`src/rtl/conv2d_row_scheduler_pkg.sv`:
```
// Shared types and limits for the Conv2d row scheduler.
// The optional abort feature is enabled by defining CONV2D_ROW_SCHED_ABORT_EN.
package conv2d_pkg;
  localparam int MAX_IMG_SIZE = 128;
  localparam int MIN_IMG_SIZE = 3;

  typedef enum logic [2:0] {
    S_IDLE,
    S_WAIT_IDLE,
    S_ISSUE,
    S_WAIT_DONE,
    S_FINISH
  } state_e;

  function automatic logic size_ok(input logic [7:0] size);
    return (size >= 8'(MIN_IMG_SIZE)) && (size <= 8'(MAX_IMG_SIZE));
  endfunction
endpackage

```
`src/rtl/conv2d_row_scheduler_if.sv`:
```
// Controller / line-buffer signal bundle for conv2d_row_scheduler.
// master = scheduler side; the abort pair exists only with CONV2D_ROW_SCHED_ABORT_EN.
interface conv2d_row_scheduler_if #(parameter int CH_WIDTH = 10);
  logic                start;
  logic [7:0]          IMAGE_SIZE;
  logic [CH_WIDTH-1:0] NUM_CHANNELS;
  logic                Done_1row;
  logic                Input_line_buffer_IDLE;
  logic                Stream_first_row;
  logic                Stream_mid_row;
  logic                Stream_last_row;
  logic                last_channel;
  logic [7:0]          row_idx;
  logic [CH_WIDTH-1:0] ch_idx;
  logic                busy;
  logic                done;
  logic                cfg_err;
`ifdef CONV2D_ROW_SCHED_ABORT_EN
  logic                abort;
  logic                aborted;

  modport master (
    input  start, IMAGE_SIZE, NUM_CHANNELS, Done_1row, Input_line_buffer_IDLE, abort,
    output Stream_first_row, Stream_mid_row, Stream_last_row, last_channel,
           row_idx, ch_idx, busy, done, cfg_err, aborted
  );
  modport slave (
    output start, IMAGE_SIZE, NUM_CHANNELS, Done_1row, Input_line_buffer_IDLE, abort,
    input  Stream_first_row, Stream_mid_row, Stream_last_row, last_channel,
           row_idx, ch_idx, busy, done, cfg_err, aborted
  );
`else
  modport master (
    input  start, IMAGE_SIZE, NUM_CHANNELS, Done_1row, Input_line_buffer_IDLE,
    output Stream_first_row, Stream_mid_row, Stream_last_row, last_channel,
           row_idx, ch_idx, busy, done, cfg_err
  );
  modport slave (
    output start, IMAGE_SIZE, NUM_CHANNELS, Done_1row, Input_line_buffer_IDLE,
    input  Stream_first_row, Stream_mid_row, Stream_last_row, last_channel,
           row_idx, ch_idx, busy, done, cfg_err
  );
`endif
endinterface

```
`src/rtl/conv2d_row_scheduler.sv`:
```
// Walks the input line buffer over a feature map: channel outer, row inner, one row command
// per row. Optional abort via CONV2D_ROW_SCHED_ABORT_EN.
module conv2d_row_scheduler
  import conv2d_pkg::*;
#(
  parameter int CH_WIDTH = 10
) (
  input logic                   clk,
  input logic                   Reset,
  conv2d_row_scheduler_if.master bus
);
  localparam logic [CH_WIDTH-1:0] CH_ONE = {{(CH_WIDTH-1){1'b0}}, 1'b1};

  state_e              state, state_n;
  logic [7:0]          row_q, row_n, size_q, size_n;
  logic [CH_WIDTH-1:0] ch_q, ch_n, nch_q, nch_n;
  logic                first_q, first_n, mid_q, mid_n, last_q, last_n;
  logic                lastch_q, lastch_n, busy_q, busy_n;
  logic                done_q, done_n, err_q, err_n;
  logic                aborted_n;
  logic                row_last, ch_last;

  // Bounds come from the latched config, so counters can never run past it.
  assign row_last = (row_q == size_q - 8'd1);
  assign ch_last  = (ch_q == nch_q - CH_ONE);

  always_comb begin
    state_n   = state;
    row_n     = row_q;
    ch_n      = ch_q;
    size_n    = size_q;
    nch_n     = nch_q;
    first_n   = 1'b0;
    mid_n     = 1'b0;
    last_n    = 1'b0;
    err_n     = 1'b0;
    aborted_n = 1'b0;
    case (state)
      S_IDLE: begin
        if (bus.start) begin
          if (size_ok(bus.IMAGE_SIZE) && (bus.NUM_CHANNELS != '0)) begin
            state_n = S_WAIT_IDLE;
            size_n  = bus.IMAGE_SIZE;
            nch_n   = bus.NUM_CHANNELS;
            row_n   = '0;
            ch_n    = '0;
          end else begin
            err_n = 1'b1;
          end
        end
      end
      S_WAIT_IDLE: begin
        if (bus.Input_line_buffer_IDLE) begin
          // Size is at least 3, so first and last can never coincide.
          state_n = S_ISSUE;
          first_n = (row_q == 8'd0);
          last_n  = row_last;
          mid_n   = (row_q != 8'd0) && !row_last;
        end
      end
      S_ISSUE: state_n = S_WAIT_DONE;
      S_WAIT_DONE: begin
        if (bus.Done_1row) begin
          if (row_last && ch_last) begin
            state_n = S_FINISH;
          end else if (row_last) begin
            row_n   = '0;
            ch_n    = ch_q + CH_ONE;
            state_n = S_WAIT_IDLE;
          end else begin
            row_n   = row_q + 8'd1;
            state_n = S_WAIT_IDLE;
          end
        end
      end
      S_FINISH: state_n = S_IDLE;
      default:  state_n = S_IDLE;
    endcase
`ifdef CONV2D_ROW_SCHED_ABORT_EN
    if (bus.abort && (state != S_IDLE)) begin
      state_n   = S_IDLE;
      row_n     = row_q;
      ch_n      = ch_q;
      first_n   = 1'b0;
      mid_n     = 1'b0;
      last_n    = 1'b0;
      aborted_n = 1'b1;
    end
`endif
    busy_n   = (state_n != S_IDLE);
    done_n   = (state_n == S_FINISH);
    lastch_n = busy_n && (ch_n == nch_n - CH_ONE);
  end

  always_ff @(posedge clk) begin
    if (Reset) begin
      state    <= S_IDLE;
      row_q    <= '0;
      ch_q     <= '0;
      size_q   <= '0;
      nch_q    <= '0;
      first_q  <= 1'b0;
      mid_q    <= 1'b0;
      last_q   <= 1'b0;
      lastch_q <= 1'b0;
      busy_q   <= 1'b0;
      done_q   <= 1'b0;
      err_q    <= 1'b0;
    end else begin
      state    <= state_n;
      row_q    <= row_n;
      ch_q     <= ch_n;
      size_q   <= size_n;
      nch_q    <= nch_n;
      first_q  <= first_n;
      mid_q    <= mid_n;
      last_q   <= last_n;
      lastch_q <= lastch_n;
      busy_q   <= busy_n;
      done_q   <= done_n;
      err_q    <= err_n;
    end
  end

`ifdef CONV2D_ROW_SCHED_ABORT_EN
  logic aborted_q;
  always_ff @(posedge clk) begin
    if (Reset) aborted_q <= 1'b0;
    else       aborted_q <= aborted_n;
  end
  assign bus.aborted = aborted_q;
`endif

  assign bus.Stream_first_row = first_q;
  assign bus.Stream_mid_row   = mid_q;
  assign bus.Stream_last_row  = last_q;
  assign bus.last_channel     = lastch_q;
  assign bus.row_idx          = row_q;
  assign bus.ch_idx           = ch_q;
  assign bus.busy             = busy_q;
  assign bus.done             = done_q;
  assign bus.cfg_err          = err_q;
endmodule

```
`src/flat_wrapper.sv`:
```
// flat-port wrapper written by rule: the top's interface ports become plain ports
module conv2d_row_scheduler_flat import conv2d_pkg::*;
#(
  parameter int CH_WIDTH = 10
)
  (clk, Reset, bus_start, bus_IMAGE_SIZE, bus_NUM_CHANNELS, bus_Done_1row, bus_Input_line_buffer_IDLE, bus_Stream_first_row, bus_Stream_mid_row, bus_Stream_last_row, bus_last_channel, bus_row_idx, bus_ch_idx, bus_busy, bus_done, bus_cfg_err);
  conv2d_row_scheduler_if #(.CH_WIDTH(CH_WIDTH)) bus_i ();
  input logic clk;
  input logic Reset;
  input wire logic [$bits(bus_i.start)-1:0] bus_start;
  input wire logic [$bits(bus_i.IMAGE_SIZE)-1:0] bus_IMAGE_SIZE;
  input wire logic [$bits(bus_i.NUM_CHANNELS)-1:0] bus_NUM_CHANNELS;
  input wire logic [$bits(bus_i.Done_1row)-1:0] bus_Done_1row;
  input wire logic [$bits(bus_i.Input_line_buffer_IDLE)-1:0] bus_Input_line_buffer_IDLE;
  output wire logic [$bits(bus_i.Stream_first_row)-1:0] bus_Stream_first_row;
  output wire logic [$bits(bus_i.Stream_mid_row)-1:0] bus_Stream_mid_row;
  output wire logic [$bits(bus_i.Stream_last_row)-1:0] bus_Stream_last_row;
  output wire logic [$bits(bus_i.last_channel)-1:0] bus_last_channel;
  output wire logic [$bits(bus_i.row_idx)-1:0] bus_row_idx;
  output wire logic [$bits(bus_i.ch_idx)-1:0] bus_ch_idx;
  output wire logic [$bits(bus_i.busy)-1:0] bus_busy;
  output wire logic [$bits(bus_i.done)-1:0] bus_done;
  output wire logic [$bits(bus_i.cfg_err)-1:0] bus_cfg_err;
  assign bus_i.start = bus_start;
  assign bus_i.IMAGE_SIZE = bus_IMAGE_SIZE;
  assign bus_i.NUM_CHANNELS = bus_NUM_CHANNELS;
  assign bus_i.Done_1row = bus_Done_1row;
  assign bus_i.Input_line_buffer_IDLE = bus_Input_line_buffer_IDLE;
  assign bus_Stream_first_row = bus_i.Stream_first_row;
  assign bus_Stream_mid_row = bus_i.Stream_mid_row;
  assign bus_Stream_last_row = bus_i.Stream_last_row;
  assign bus_last_channel = bus_i.last_channel;
  assign bus_row_idx = bus_i.row_idx;
  assign bus_ch_idx = bus_i.ch_idx;
  assign bus_busy = bus_i.busy;
  assign bus_done = bus_i.done;
  assign bus_cfg_err = bus_i.cfg_err;
  conv2d_row_scheduler #(.CH_WIDTH(CH_WIDTH)) u_core (.clk(clk), .Reset(Reset), .bus(bus_i));
endmodule
```
`config.mk`:
```
export PLATFORM = sky130hd
export DESIGN_NAME = conv2d_row_scheduler_flat
export DESIGN_NICKNAME = d
export VERILOG_FILES = /design/src/rtl/conv2d_row_scheduler_pkg.sv /design/src/rtl/conv2d_row_scheduler_if.sv /design/src/rtl/conv2d_row_scheduler.sv /design/src/flat_wrapper.sv
export SDC_FILE = /design/constraint.sdc
export NUM_CORES = 1
export LEC_CHECK = 0
export CORE_MARGIN = 2
export CORE_UTILIZATION = 56
export CTS_CLUSTER_DIAMETER = 150
export DETAILED_ROUTE_END_ITERATION = 6
export PLACE_DENSITY = 0.9
export SKIP_LAST_GASP = 1
export SLEW_MARGIN = 30
export SYNTH_ARGS = -nofsm -noshare
export SYNTH_HDL_FRONTEND = slang
export SYNTH_SLANG_ARGS = --single-unit
export TNS_END_PERCENT = 5
```
`constraint.sdc`:
```
create_clock -name clk -period 5.8 [get_ports clk]
set_clock_uncertainty 0.15 [all_clocks]
set_input_delay 0.87 -clock clk [delete_from_list [all_inputs] [get_ports clk]]
set_output_delay 0.87 -clock clk [all_outputs]
set_load 0.02 [all_outputs]
```
**Word level (Yosys, flattened, before mapping)**

Index checks and enable logic that the tools add are counted.

- Bits in registers: 46
- Bits in latches: 0
- Memory bits (writable): 0
- Memory bits (read-only): 0
- Logic and storage cells: 72
- Memories kept: 0

- Add/subtract/negate cells: 5
- $mul: 0
- Div/mod/pow operators: 0
- $lt $le $gt $ge: 2
- Equal/unequal tests: 11
- Shifts and indexed selects: 0
- Muxes and demuxes: 22
- Bitwise gates (word level): 4
- Reduce and logical (&&, ||, !) cells: 16

Operators by type and width:

| cell | number |
|---|---|
| $mux 10 | 8 |
| $mux 8 | 5 |
| $eq 10x10->1 | 2 |
| $pmux 10 s2 | 1 |
| $sub 10x1->10 const B | 2 |
| $pmux 8 s2 | 1 |
| $mux 3 | 5 |
| $pmux 3 s4 | 1 |
| $add 10x1->10 const B | 1 |
| $reduce_bool 10->1 | 1 |
| $add 8x1->8 const B | 1 |
| $eq 8x8->1 | 1 |
| $ge 8x2->1 const B | 1 |
| $le 8x8->1 const B | 1 |
| $logic_not 8->1 | 1 |
| $reduce_bool 8->1 | 1 |
| $sub 8x1->8 const B | 1 |
| $eq 3x2->1 const B | 2 |
| $ne 2x2->1 const B | 3 |
| $reduce_or 3->1 | 2 |
| $logic_and 1x1->1 | 5 |
| $reduce_and 5->1 | 1 |
| $not 1->1 | 4 |
| $eq 3x1->1 const B | 1 |
| other kinds (8) | 8 |

**Depth between registers and ports, before layout**

- Word-level depth: 9
- Depth in mapped cells: 19
- Gate-level depth less buffers: 16

**Worst setup path after synthesis**

OpenSTA, ideal clock, no wires.

- Path kind: input port to flip-flop
- From: in bus_NUM_CHANNELS[3]
- To: reg u_core.lastch_q, in the netlist u_core.bus.last_channel
- Data arrival time: 4.121 ns
- Required time: 5.547 ns
- Path slack: 1.425 ns
- Cell stages on the path: 17
- Buffers on the path: 2
- Cells stage by stage: nor4_1 > nand3_1 > nor2_1 > nor2_1 > clkbuf_1 > a21oi_1 > ha_1 > clkbuf_1 > nand2_1 > nor3_1 > xnor2_1 > nor2_1 > o31ai_1 > nand4_1 > a211oi_1 > nand4_1 > a2111oi_2

- Word-level cells in the longest chain between the ends: 8
- Elaborated cells between the ends (all ways): 15
- Classes of those cells: 1 x add/sub; 1 x eq/ne; 9 x mux; 4 x reduce/logical

Ends and longest elaborated chain:

| what | RTL line | text |
|---|---|---|
| from (decl) | flat_wrapper.sv:12 | `input wire logic [$bits(bus_i.NUM_CHANNELS)-1:0] bus_NUM_CHANNELS;` |
| $reduce_bool 10->1 | conv2d_row_scheduler.sv:41 | `if (size_ok(bus.IMAGE_SIZE) && (bus.NUM_CHANNELS != '0)) begin` |
| $logic_and 1x1->1 | conv2d_row_scheduler.sv:41 |  |
| $mux 10 | conv2d_row_scheduler.sv:41 |  |
| $mux 10 | conv2d_row_scheduler.sv:40 | `if (bus.start) begin` |
| $mux 10 | conv2d_row_scheduler.sv:38 | `case (state)` |
| $sub 10x1->10 | conv2d_row_scheduler.sv:92 | `lastch_n = busy_n && (ch_n == nch_n - CH_ONE);` |
| $eq 10x10->1 | conv2d_row_scheduler.sv:92 |  |
| $logic_and 1x1->1 * | conv2d_row_scheduler.sv:92 |  |
| to (signal assigned) | conv2d_row_scheduler.sv:118 | `lastch_q <= lastch_n;` |
| to (decl) | conv2d_row_scheduler.sv:18 | `logic lastch_q, lastch_n, busy_q, busy_n;` |

Mark *: on every way between the ends. The rest lies on a longest branch, timed or not.
A chain may end at the register's enable or synchronous reset.

**Final worst setup path**

- From: in bus_NUM_CHANNELS[2]
- To: reg u_core.lastch_q, in the netlist u_core.bus.last_channel

The elaborated chain is that of the path after synthesis.

==> results.cfg <==
[synth]
synth_xor_xnor_area_share_pct = 11.7
synth_edf_count = 0
synthesis.nets = 484
ys_async_sr_fraction_pct = 0
ys_types = 72
synth_compound_area_share_pct = 20.4
yosys.area.top_type = dfxtp_1
synth_ff_type = dfxtp_1
syn_area_mm2 = 0.00344
synth_seq_cells = 46
yosys-mux-area-fraction_pct = 2.26
synth_top_family_by_area = simple AND/OR/NAND/NOR gates
avgSynthCellArea_um2 = 7.55
yosys.area.top_type_share_pct = 26.8
yosysSeqAreaShare_pct = 26.8
ys.warnings.count = 0
synth-simple-area-share_pct = 32.0
synth_area_leaders = dfxtp_1 (27%), nand2_1 (6.7%), xor2_1 (6.4%), xnor2_1 (5.4%), a21oi_1 (5.2%)
netlist_instances = 455
synthAdderAreaFrac_pct = 2.18

[cts]
cts_setup_buffers = 0
cts_buffers = 5
clk_latency_ns = 0.31
cts_buffer_depth = 2
clockRootBuffer = clkbuf_8
cts.sinks = 46
cts_max_level = 2
cts_hold_buf = 0
cts_tree = yes
cts.reportedPaths.clkPinSlew_ns = 0.10
cts_resized = 0

[run]
maxCapViolations = 0

[drt]
dr.pass1.iters = 5
drc_errors = 0
num_vias = 3538
post_drt_wl_per_cell_um = 17.1
ant_nets = 0
routed_wirelength_um = 9610
drt-vias-per-instance = 6.28
drt_iter0_markers = 338

[global_route]
met1_usage_pct = 40.5
grt_max_degree = 37
grt_pass1_vias = 3236
grt_overflow = 0
busiest_layer = met2
grt_pass1_wl_um = 15100
antenna_found_initial = 0
use_met2_pct = 45.4
use_met3_pct = 4.02
grt_use_total_pct = 28.8

[floorplanning]
start_util_pct = 58.0
die_area_mm2 = 0.00678
io_pins = 48
fp.dieH_um = 82.3
rows = 28
die_x_um = 82.3
core_mm2 = 0.00592

[layout]
nets = 516
area_growth_pct = 17.2
drive_above_1_share_pct = 6.35
n_antenna_cell = 0
final_area_mm2 = 0.00403
final_core_utilization_pct = 68.0

[sta]
grt_setup_unrepaired = no
min_period_ns = 5.13
setup_violations = 0
fin_tns_setup_ns = 0
drv_slew = 0
slew_headroom_pct = 39.9
tightestPinTransition_ns = 0.888
hold_viol = 0
max_freq_ghz = 0.195
period_share_pct = 88.4

[worst_hold_path]
hold_path.class = reg -> reg

[placed_design]
placed_cell_area_mm2 = 0.00392
post-dp-hpwl_um = 7050
gp_congestion = 0.965
numPortBuffers = 47

[setup_path]
cp.arrival_ns = 5.18
critPathMaxFanout = 11
critPathLaunchType = primary input
cp.required_ns = 5.86
worstSetupPathType = in -> reg
cp-end-kind = flip-flop

[power_and_ir_drop]
vdd_drop_max_mv = 0.159
power.density_mw_per_mm2 = 201
p_leak_nw = 1.45

[run_status]
status = finished, final reports clean
synth_stat cells (7+ instances only):
| cell type | n |
|---|---|
| inv_1 | 11 |
| nand3_1 | 20 |
| xnor2_1 | 21 |
| xor2_1 | 25 |
| nor2b_1 | 8 |
| and2_1 | 9 |
| and3_1 | 7 |
| nor3_1 | 18 |
| nor2_1 | 39 |
| clkbuf_1 | 22 |
| nand2_1 | 61 |
| a21oi_1 | 36 |
| nand4_1 | 9 |
| dfxtp_1 | 46 |
| o21ai_0 | 19 |
critical path: stages:
cell and delay [ns]:
clkdlybuf4s50_1 0.54, nor4_1 0.75, nand3_1 0.20, nor2_1 0.22, nor2_1 0.19, a21oi_1 0.26
ha_1 0.40, nand2_1 0.17, nor3_1 0.22, xnor2_1 0.15, nor2_1 0.08, o31ai_1 0.29
nand4_1 0.14, a211oi_1 0.21, nand4_1 0.16, a2111oi_2 0.34
cell families after synthesis:
group                      after synthesis
DFF                                     46
adders and majority gates                6
buffers and inverters                   38
xor gates and xnor gates                46
AOI/OAI and AO/OA                      102
muxes                                    7
and+or+nand+nor                        210
through the flow:
step                      total power [W]  setup WS [ns]  hold WS (ns)  instances
after global routing             0.000844          0.232         0.354        563
after global placement           0.000554          0.674         0.317        555
after CTS                        0.000806          0.743         0.336        563
after floorplan                  0.000496           1.43         0.300        455
final                            0.000808          0.671         0.337        563
after detailed placement         0.000559          0.447         0.323        555
state kept, by name (all words and copies together) (netlist names):
name,flops
u_core.bus.ch_idx,10
u_core.nch_q,10
u_core.bus.row_idx,8
u_core.size_q,8
u_core.state,3
u_core.bus.Stream_first_row,1
u_core.bus.Stream_last_row,1
u_core.bus.Stream_mid_row,1
u_core.bus.busy,1
u_core.bus.cfg_err,1
u_core.bus.done,1
u_core.bus.last_channel,1
area by class of cell:
class                   instances  area, µm²
clock inverters                 3       43.8
inverters                      12       45.0
well taps                      75       93.8
multi-input cells             371       2350
repair buffers                 51        500
fillers                       465       1890
flip-flops and latches         46        921
clock buffers                   5       68.8
final timing paths:
kind	startpoint	to	slack [ns]	cells after the start
min reg2reg	u_core.size_q[7]	u_core.size_q[7]	0.34	2
max reg2reg	u_core.state[0]	u_core.bus.last_channel	1.46	16
min	u_core.size_q[7]	u_core.size_q[7]	0.34	2
max	bus_NUM_CHANNELS[2]	u_core.bus.last_channel	0.67	16
power breakdown:
group	total (W)	internal [W]	switching, W
Sequential	0.000341	0.000326	0.0000153
Clock	0.000249	0.000129	0.000120
Combinational	0.000217	0.0000933	0.000124
Total	0.000808	0.000548	0.000259
placed cells by master (no fill, tap or decap), drive strengths merged, types with 5 or more instances in the layout:
cell type,instances
and2,10
nor4,5
nand3,21
nand2,61
nor3,18
nand4,10
and3,8
dfxtp,46
a21oi,36
nor2,39
nand3b,6
xnor2,21
clkbuf,5
o21ai,19
clkdlybuf4s50,47
xor2,25
inv,13
nor2b,8
ha,6
nand2b,5
routing by layer:
metal  wire length [µm]  vias to the layer above
met1               4270                     1640
li1                   -                     1683
met4                172                        0
met3                846                       21
met2               4330                      194
met5                  0                        -
Power figures use the tool's default switching activity.
